**src/rtl/ahb_master_req_ctrl_pkg.sv**
```systemverilog
// Shared AHB types and helpers for the master request controller and its arbiters.
package ahb_master_req_ctrl_pkg;

    // AHB burst encoding (HBURST[2:0])
    typedef enum logic [2:0] {
        SINGLE = 3'b000,
        INCR   = 3'b001,
        WRAP4  = 3'b010,
        INCR4  = 3'b011,
        WRAP8  = 3'b100,
        INCR8  = 3'b101,
        WRAP16 = 3'b110,
        INCR16 = 3'b111
    } hburst_type;

    // HTRANS encodings used by this master (BUSY is never issued)
    localparam logic [1:0] HTRANS_IDLE   = 2'b00;
    localparam logic [1:0] HTRANS_NONSEQ = 2'b10;
    localparam logic [1:0] HTRANS_SEQ    = 2'b11;

    // Request controller states
    typedef enum logic [1:0] {
        StIdle = 2'b00,
        StReq  = 2'b01,
        StXfer = 2'b10
    } req_state_e;

    // Index of the last beat of a burst; the arbiter's beat monitor uses the same table.
    // Undefined-length INCR is treated as a single beat.
    function automatic logic [3:0] burst_limit(input hburst_type burst);
        logic [3:0] limit;
        case (burst)
            WRAP4, INCR4:   limit = 4'd3;
            WRAP8, INCR8:   limit = 4'd7;
            WRAP16, INCR16: limit = 4'd15;
            default:        limit = 4'd0;
        endcase
        return limit;
    endfunction

endpackage

```
**src/rtl/ahb_master_req_ctrl_burst_addr_gen.sv**
```systemverilog
// Combinational next-beat address for AHB bursts (word transfers, +4 byte step).
module ahb_master_req_ctrl_burst_addr_gen
    import ahb_master_req_ctrl_pkg::*;
#(
    parameter int unsigned ADDR_W = 32
) (
    input  logic [ADDR_W-1:0] i_addr,
    input  hburst_type        i_burst,
    output logic [ADDR_W-1:0] o_addr
);

    logic [ADDR_W-1:0] w_mask;
    logic [ADDR_W-1:0] w_incr;

    // Wrap window mask: only the bits inside the window advance, upper bits are frozen.
    // An all-ones mask degenerates to a plain incrementing add.
    always_comb begin
        w_mask = '1;
        case (i_burst)
            WRAP4:   w_mask = ADDR_W'(32'h0000_000F);
            WRAP8:   w_mask = ADDR_W'(32'h0000_001F);
            WRAP16:  w_mask = ADDR_W'(32'h0000_003F);
            default: w_mask = '1;
        endcase
    end

    // Merge the frozen upper bits with the incremented in-window bits
    always_comb begin
        w_incr = i_addr + ADDR_W'(4);
        o_addr = (i_addr & ~w_mask) | (w_incr & w_mask);
    end

endmodule

```
**src/rtl/ahb_master_req_ctrl.sv**
```systemverilog
// Master-side request controller: decodes the target slave for one command, requests
// that slave's arbiter, and issues the burst's address-phase beats once granted.
module ahb_master_req_ctrl
    import ahb_master_req_ctrl_pkg::*;
#(
    parameter int unsigned SLAVE_NUM = 2,
    parameter int unsigned PRIOR_BIT = 2,
    parameter int unsigned ADDR_W    = 32,
    parameter int unsigned SEL_LSB   = 28,
    parameter int unsigned SEL_W     = 1
) (
    input  logic                 i_hclk,
    input  logic                 i_hreset,
    // Command interface from the master core
    input  logic                 i_m_valid,
    output logic                 o_m_ready,
    input  logic [ADDR_W-1:0]    i_m_addr,
    input  logic                 i_m_write,
    input  hburst_type           i_m_burst,
    input  logic [PRIOR_BIT-1:0] i_m_prior,
    output logic                 o_m_err,
    output logic                 o_m_done,
    // Arbiter request / grant
    output logic [SLAVE_NUM-1:0] o_hreq,
    output logic [PRIOR_BIT-1:0] o_hprior,
    input  logic [SLAVE_NUM-1:0] i_hgrant,
    // Address phase
    output logic [ADDR_W-1:0]    o_haddr,
    output logic                 o_hwrite,
    output logic [1:0]           o_htrans,
    output hburst_type           o_hburst
);

    req_state_e           r_state;
    req_state_e           w_state_nxt;
    logic [SLAVE_NUM-1:0] r_hreq;
    logic [SLAVE_NUM-1:0] w_hreq_nxt;
    logic [PRIOR_BIT-1:0] r_hprior;
    logic [PRIOR_BIT-1:0] w_hprior_nxt;
    logic [ADDR_W-1:0]    r_haddr;
    logic [ADDR_W-1:0]    w_haddr_nxt;
    logic                 r_hwrite;
    logic                 w_hwrite_nxt;
    hburst_type           r_hburst;
    hburst_type           w_hburst_nxt;
    logic [3:0]           r_count;
    logic [3:0]           w_count_nxt;
    logic                 r_done;
    logic                 w_done_nxt;
    logic                 r_err;
    logic                 w_err_nxt;

    logic [SEL_W-1:0]     w_idx;
    logic                 w_idx_ok;
    logic [SLAVE_NUM-1:0] w_sel_onehot;
    logic                 w_grant;
    logic [3:0]           w_limit;
    logic [ADDR_W-1:0]    w_addr_next;

    // Slave decode of the incoming command address
    always_comb begin
        w_idx        = i_m_addr[SEL_LSB +: SEL_W];
        w_idx_ok     = (32'(w_idx) < SLAVE_NUM);
        w_sel_onehot = SLAVE_NUM'(1) << w_idx;
    end

    // r_hreq is one-hot on the target, so masking the grants drops non-target bits
    // and any grant seen while idle (r_hreq is zero there).
    always_comb begin
        w_grant = |(i_hgrant & r_hreq);
        w_limit = burst_limit(r_hburst);
    end

    ahb_master_req_ctrl_burst_addr_gen #(
        .ADDR_W (ADDR_W)
    ) u_addr_gen (
        .i_addr  (r_haddr),
        .i_burst (r_hburst),
        .o_addr  (w_addr_next)
    );

    // Next-state and datapath update; hreq/hprior only move on entry to REQ and on completion
    always_comb begin
        w_state_nxt  = r_state;
        w_hreq_nxt   = r_hreq;
        w_hprior_nxt = r_hprior;
        w_haddr_nxt  = r_haddr;
        w_hwrite_nxt = r_hwrite;
        w_hburst_nxt = r_hburst;
        w_count_nxt  = r_count;
        w_done_nxt   = 1'b0;
        w_err_nxt    = 1'b0;

        unique case (r_state)
            StIdle: begin
                if (i_m_valid) begin
                    if (w_idx_ok) begin
                        w_state_nxt  = StReq;
                        w_hreq_nxt   = w_sel_onehot;
                        w_hprior_nxt = i_m_prior;
                        w_haddr_nxt  = i_m_addr;
                        w_hwrite_nxt = i_m_write;
                        w_hburst_nxt = i_m_burst;
                        w_count_nxt  = 4'd0;
                    end else begin
                        // Decode miss: command is consumed and dropped
                        w_err_nxt = 1'b1;
                    end
                end
            end

            StReq: begin
                // Beat 0 (NONSEQ) is accepted on the first target grant
                if (w_grant) begin
                    if (w_limit == 4'd0) begin
                        w_state_nxt  = StIdle;
                        w_hreq_nxt   = '0;
                        w_hprior_nxt = '0;
                        w_done_nxt   = 1'b1;
                    end else begin
                        w_state_nxt = StXfer;
                        w_count_nxt = 4'd1;
                        w_haddr_nxt = w_addr_next;
                    end
                end
            end

            StXfer: begin
                // Without a grant the current beat is simply held
                if (w_grant) begin
                    if (r_count == w_limit) begin
                        w_state_nxt  = StIdle;
                        w_hreq_nxt   = '0;
                        w_hprior_nxt = '0;
                        w_count_nxt  = 4'd0;
                        w_done_nxt   = 1'b1;
                    end else begin
                        w_count_nxt = r_count + 4'd1;
                        w_haddr_nxt = w_addr_next;
                    end
                end
            end

            default: begin
                w_state_nxt  = StIdle;
                w_hreq_nxt   = '0;
                w_hprior_nxt = '0;
                w_count_nxt  = 4'd0;
            end
        endcase
    end

    // State and datapath registers, cleared asynchronously at any point of a burst
    always_ff @(posedge i_hclk or posedge i_hreset) begin
        if (i_hreset) begin
            r_state  <= StIdle;
            r_hreq   <= '0;
            r_hprior <= '0;
            r_haddr  <= '0;
            r_hwrite <= 1'b0;
            r_hburst <= SINGLE;
            r_count  <= 4'd0;
            r_done   <= 1'b0;
            r_err    <= 1'b0;
        end else begin
            r_state  <= w_state_nxt;
            r_hreq   <= w_hreq_nxt;
            r_hprior <= w_hprior_nxt;
            r_haddr  <= w_haddr_nxt;
            r_hwrite <= w_hwrite_nxt;
            r_hburst <= w_hburst_nxt;
            r_count  <= w_count_nxt;
            r_done   <= w_done_nxt;
            r_err    <= w_err_nxt;
        end
    end

    // Output decode: transfer type follows the state directly
    always_comb begin
        o_m_ready = (r_state == StIdle);
        unique case (r_state)
            StReq:   o_htrans = HTRANS_NONSEQ;
            StXfer:  o_htrans = HTRANS_SEQ;
            default: o_htrans = HTRANS_IDLE;
        endcase
        o_hreq   = r_hreq;
        o_hprior = r_hprior;
        o_haddr  = r_haddr;
        o_hwrite = r_hwrite;
        o_hburst = r_hburst;
        o_m_done = r_done;
        o_m_err  = r_err;
    end

endmodule

```
**config.mk**
```make
export PLATFORM = sky130hd
export DESIGN_NAME = ahb_master_req_ctrl
export DESIGN_NICKNAME = d
export VERILOG_FILES = /design/src/rtl/ahb_master_req_ctrl_pkg.sv /design/src/rtl/ahb_master_req_ctrl_burst_addr_gen.sv /design/src/rtl/ahb_master_req_ctrl.sv
export SDC_FILE = /design/constraint.sdc
export NUM_CORES = 1
export LEC_CHECK = 0
export ABC_AREA = 0
export BUFFER_PORTS_ARGS = -buffer_cell sky130_fd_sc_hd__buf_2
export CELL_PAD_IN_SITES_DETAIL_PLACEMENT = 1
export CELL_PAD_IN_SITES_GLOBAL_PLACEMENT = 1
export CORE_UTILIZATION = 30
export CTS_BUF_LIST = sky130_fd_sc_hd__clkbuf_2
export DETAILED_ROUTE_END_ITERATION = 10
export PLACE_DENSITY = 0.75
export SYNTH_ARGS = -nofsm -noshare
export SYNTH_HDL_FRONTEND = slang
export SYNTH_SLANG_ARGS = --single-unit
```
**constraint.sdc**
```tcl
create_clock -name i_hclk -period 5.6 [get_ports i_hclk]
set_input_delay 0.84 -clock i_hclk [delete_from_list [all_inputs] [get_ports i_hclk]]
set_output_delay 0.84 -clock i_hclk [all_outputs]
set_load 0.05 [all_outputs]
```
==> qor.yml, run 1 <==
floorplan:
  die_h_um: 100.7
  die_width_um: 100.7
  die_area_sq_um: 10140
  io_pins: 88
  core_sq_um: 9328
  initial_utilization_pct: 31.32
  rows: 35
yosys:
  avgSynthCellArea_sq_um: 8.518
  syn-num-nets: 393
  netlist_instances: 343
  synth_xor_area_share_pct: 0.5996
  synth_simple_gate_area_share_pct: 21.11
  yosysTopAreaCell: "dfrtp_1"
  synth_area_leaders: "dfrtp_1, nand2_1, a21oi_1"
  synth_mux_area_share_pct: 1.884
  yosys_register_bits: 47
  yosysWarnings: 0
  synth_top_flop_cell: "dfrtp_1"
  synth_edf_count: 0
  synth-adder-area-share_pct: 2.998
  synth_compound_area_share_pct: 27.11
  ys_types: 62
  syn-cell-area_sq_um: 2922
  synth_top_family_by_area: "compound AO/OA/AOI/OAI gates"
  synthArstFlopShare_pct: 100.0
  synth_top_area_share_pct: 40.26
  yosysSeqAreaShare_pct: 40.26
clock_network:
  cts_max_level: 2
  cts_max_path_buffers: 2
  cts_resized: 0
  postCtsSetupBuffers: 0
  path_clk_slew_ns: 0.25
  root_buffer: "clkbuf_2"
  cts_buffers: 5
  ctsHoldBuffers: 0
  cts_tree: "yes"
  cts.sinks: 47
  clkLatencyLatePin_ns: 0.45
drt:
  vias: 2954
  drt-initial-drc-count: 152
  drc: 0
  wire_per_inst_um: 16.26
  drtPass1Iterations: 4
  wl_mm: 8.945
  post_drt_via_cell_ratio: 5.371
  postRouteAntennaNets: 0
sta:
  period_minus_slack_ns: 2.972
  rsz0062_at_grt: "no"
  final-setup-viol-count: 0
  slew_viol_final: 0
  worst_pin_slew_ns: 1.044
  final.period_utilization_pct: 53.07
  max_freq_mhz: 336.5
  fin_setup_tns_ns: 0
  maxSlewHeadroom_pct: 30.40
  hold_viol: 0
  skew_ns: 0.03628
job:
  cap_violations: 0
setup_path:
  critPathRequiredTime_ns: 4.76
  slowest_stage: "dfrtp_1"
  startpoint: "r_state[1]$_DFFE_PP0P_"
  r2r-start: "r_state[1]$_DFFE_PP0P_"
  cp-start-kind: "register"
  critical_path.max_fanout: 58
  reg2reg_depth: 8
  worstSetupEndpointType: "primary output"
  worstSetupPathType: "register to primary output"
  critPathMaxStageDelay_ns: 0.48
  arrival_ns: 2.13
  critical_path.cell_chain: "inv_1 > ha_1 > buf_4 > buf_2"
min_path:
  hp-class: "register to register"
  min_path_cells: 2
  hold_start: "o_haddr[1]$_DFFE_PP0P_"
global_routing:
  grt_pass1_wl_mm: 14.97
  grt_usage_pct: 18.55
  grt_pass1_vias: 3023
  grt_max_degree: 59
  grt-ovfl-total: 0
  antenna_found_initial: 1
placed_design:
  port_buffers: 86
  gp_congestion: 0.8240
  post-dp-hpwl_mm: 6.555
status:
  status: "finished clean"
layout:
  diodes: 0
  area_growth_pct: 18.93
  drive_gt1_share_pct: 27.32
  fin_nets: 470
## critical path: cells and delay by family, from the launching register on
kind | cells | cell delay [ns]
adders and majority gates | 1 | 0.27
buffers and inverters | 3 | 0.93
DFF | 1 | 0.48
## final timing paths
check | slack, ns | endpoint
worst max-delay path | 2.63 | o_htrans[1]
worst min-delay path | 0.53 | o_haddr[1]$_DFFE_PP0P_
worst max register to register | 2.69 | register
worst min register to register | 0.53 | o_haddr[1]$_DFFE_PP0P_
max in group asynchronous | 4.35 | r_count[0]$_DFFE_PP0P_
min in group asynchronous | 0.59 | o_hburst[2]$_DFFE_PP0P_
## logic make-up (layout without fill, tap and decap cells)
kind of cell | Yosys count | after routing
and+or+nand+nor | 126 | 126
AOI/OAI and AO/OA | 120 | 120
DFF | 47 | 47
buffers and inverters | 35 | 113
adders and majority gates | 7 | 7
muxes | 5 | 5
xor gates and xnor gates | 2 | 2
other | 1 | 1
## cells in the mapped netlist (3+ instances only)
| cell | number |
|---|---|
| nand3_1 | 10 |
| a21oi_1 | 36 |
| o21ai_1 | 7 |
| ha_1 | 7 |
| buf_4 | 5 |
| dfrtp_1 | 47 |
| a21o_1 | 4 |
| nor2_1 | 12 |
| clkbuf_1 | 8 |
| and3_1 | 4 |
| o22ai_1 | 13 |
| nor3_1 | 9 |
| a2bb2oi_1 | 3 |
| nor4_1 | 4 |
| a22o_1 | 10 |
| o21ai_0 | 17 |
| inv_1 | 13 |
| nand2_1 | 60 |
| mux2_2 | 4 |
| buf_2 | 6 |
| o31ai_1 | 5 |
| nand4_1 | 9 |
| o32ai_1 | 4 |
## layer usage
layer	up-vias	part of all wire, %	wire, um	GRT usage, %
met5	-	0.13	12	0
met4	2	1.5	138	4.682
met3	15	4.8	430	3.398
met2	81	48	4285	31.24
met1	1450	46	4078	24.52
li1	1406	-	-	-
## cell usage in the layout, fill, tap and decap left out, drive strengths merged, types with 3 or more instances in the layout
master,synthesis,final
buf,13,91
o21ai,24,24
o31ai,5,5
o22ai,13,13
a21o,4,4
clkbuf,8,6
ha,7,7
nor3,10,10
nor4,4,4
a22o,10,10
dfrtp,47,47
or2,3,3
or3,4,4
nand2,60,60
mux2,4,4
a2bb2oi,4,4
and3,4,4
nand4,10,10
a21oi,37,37
inv,13,13
clkinv,1,3
nand3,10,10
o32ai,5,5
nor2,14,14
## area by class of cell
cell class / instances / area [sq um]
Timing Repair Buffer: 91 / 467.9
Multi-Input combinational cell: 261 / 1579
Inverter: 14 / 52.55
Clock buffer: 6 / 30.03
Sequential cell: 47 / 1176
Tap cell: 129 / 161.4
Fill cell: 1163 / 5853
Clock inverter: 2 / 7.507
## per-stage QoR
| step | instance area [sq um] | utilization, % | std cells | setup WS (ns) | hold slack, ns |
|---|---|---|---|---|---|
| 3_3_place_gp | 3437 | 36.85 | 542 | 2.715 | 0.4692 |
| 6_report | 3475 | 37.25 | 550 | 2.628 | 0.5289 |
| 4_1_cts | 3475 | 37.25 | 550 | 2.588 | 0.5319 |
| 5_1_grt | 3475 | 37.25 | 550 | 2.464 | 0.5689 |
| 2_1_floorplan | 2922 | - | 343 | 3.189 | 0.5090 |
| 3_5_place_dp | 3437 | 36.85 | 542 | 2.643 | 0.4824 |
Power of run 1 is not shown: default switching activity piles up to over one toggle a cycle in this logic, so the estimate is an artifact.
==> inputs of run 2 (changes only) <==
PLACE_DENSITY = 0.78   (was 0.75)
clock period = 2.5 ns   (was 5.6 ns; I/O delays follow)
==> qor.yml, run 2 (same netlist as run 1, synthesis figures left out) <==
clock_network:
  cts_buffers: 5  # unchanged
  ctsHoldBuffers: 0  # unchanged
  cts_tree: "yes"
  root_buffer: "clkbuf_2"
  cts.sinks: 47  # unchanged
  clkLatencyLatePin_ns: 0.46  # about the same
  cts_max_level: 2  # unchanged
  path_clk_slew_ns: 0.27  # +0.02 ns
  cts_max_path_buffers: 2  # unchanged
sta:
  period_minus_slack_ns: 2.380
  fin_setup_tns_ns: 0  # unchanged
  final.period_utilization_pct: 95.19
  worst_pin_slew_ns: 0.6406  # -0.4033 ns
  maxSlewHeadroom_pct: 57.29  # +27 points
  slew_viol_final: 0  # unchanged
  rsz0062_at_grt: "no"
  max_freq_mhz: 420.2
  skew_ns: 0.01848  # -0.01780 ns
  hold_viol: 0  # unchanged
  final-setup-viol-count: 0  # unchanged
drt:
  drc: 0  # unchanged
  drt-initial-drc-count: 100  # -34%
  post_drt_via_cell_ratio: 5.390  # +0.36%
  vias: 3051  # +3.3%
  wl_mm: 9.761  # +9.1%
  postRouteAntennaNets: 0  # unchanged
  drtPass1Iterations: 4  # unchanged
  wire_per_inst_um: 17.25  # +6.0%
layout:
  diodes: 0  # unchanged
  fill_cells: 1166  # +0.26%
  final_common_cell: "buf_2"
  fin_nets: 486  # +3.4%
  area_growth_pct: 25.61
  drive_gt1_share_pct: 31.12  # +3.8 points
  final_cell_mix: "buf_2, nand2_1, dfrtp_1, a21oi_1, buf_4"
placed_design:
  port_buffers: 86  # unchanged
  post-dp-hpwl_mm: 7.074  # +7.9%
  gp_congestion: 0.7935  # -3.7%
setup_path:
  worstSetupEndpointType: "register"
  worstSetupPathType: "register to register"
  slowest_stage: "dfrtp_1"
  reg2reg_slack_ns: 0.12  # -2.57 ns
  reg2reg_depth: 8  # unchanged
  critical_path.cell_chain: "inv_1 > ha_1 > or2_4 > a221o_1 > buf_6 > or3_4 > o32a_1 > nand3_1"
  arrival_ns: 2.79  # +0.66 ns
  critPathMaxStageDelay_ns: 0.48  # about the same
  cp-start-kind: "register"
  critical_path.max_fanout: 11  # -81%
  r2r-start: "r_state[1]$_DFFE_PP0P_"
  critPathRequiredTime_ns: 2.91  # -1.85 ns
global_routing:
  grt-ovfl-total: 0  # unchanged
  grt_usage_pct: 19.91  # +1.4 points
  grt_max_degree: 54  # -8.5%
  antenna_found_initial: 0  # -1
  grt_pass1_wl_mm: 15.84  # +5.8%
  grt_pass1_vias: 3182  # +5.3%
status:
  status: "finished clean"
floorplan:
  rows: 35  # unchanged
  die_h_um: 100.7  # unchanged
  die_width_um: 100.7  # unchanged
  core_sq_um: 9328  # unchanged
  io_pins: 88  # unchanged
  initial_utilization_pct: 31.32  # unchanged
  die_area_sq_um: 10140  # unchanged
min_path:
  hp-class: "input port to asynchronous set/reset pin"
job:
  cap_violations: 0  # unchanged
-- run 2: critical path: cells and delay by family, from the launching register on --
family	cells	cell delay, ns
and+or+nand+nor	3	0.77
AOI/OAI and AO/OA	2	0.65
DFF	1	0.48
buffers and inverters	2	0.25
adders and majority gates	1	0.20
-- run 2: routing by layer --
metal / GRT usage (%) / vias up / share of wire [%]
met3: 3.814 / 9 / 5.0
li1: - / 1445 / -
met2: 33.35 / 71 / 49
met4: 6.577 / 0 / 1.2
met1: 25.79 / 1526 / 45
met5: 0 / - / 0
-- run 2: area by class of cell --
class / instances / area [sq um] / area share (%)
clock buffers: 6 / 30.03 / 0.8183
clock inverters: 2 / 60.06 / 1.637
inverters: 14 / 52.55 / 1.432
multi-input cells: 262 / 1605 / 43.74
flip-flops and latches: 47 / 1176 / 32.05
well taps: 129 / 161.4 / 4.398
repair buffers: 106 / 584.3 / 15.92
-- run 2: what timing repair did --
item,4_1_cts,5_1_grt
setup endpoints to repair,0,13
buffers inserted,0,3
gates resized for setup,0,6
-- run 2: through the flow --
| step | area, sq um | hold slack [ns] | setup slack, ns | cells | util [%] |
|---|---|---|---|---|---|
| finish | 3670 | 0.02776 | 0.1203 | 566 | 39.34 |
| CTS | 3617 | 0.02681 | 0.004996 | 562 | 38.78 |
| global route | 3670 | 0.04440 | 0.003802 | 566 | 39.34 |
| detailed placement | 3527 | 0.4841 | 0.06532 | 554 | 37.81 |
| floorplan | 2922 | 0.4655 | 0.08863 | 343 | - |
| global placement | 3527 | 0.4644 | 0.1752 | 554 | 37.81 |
-- run 2: worst max path at each step --
stage,slack [ns],cells past startpoint,to,startpoint
finish,0.12,8,register,r_state[1]$_DFFE_PP0P_
floorplan,0.09,7,register,o_haddr[2]$_DFFE_PP0P_
global placement,0.18,8,register,r_state[1]$_DFFE_PP0P_
CTS,0.005,8,register,r_state[1]$_DFFE_PP0P_
detailed placement,0.07,8,register,r_state[1]$_DFFE_PP0P_
global route,0.004,8,register,r_state[1]$_DFFE_PP0P_
Power of run 2 is left out for the same reason.
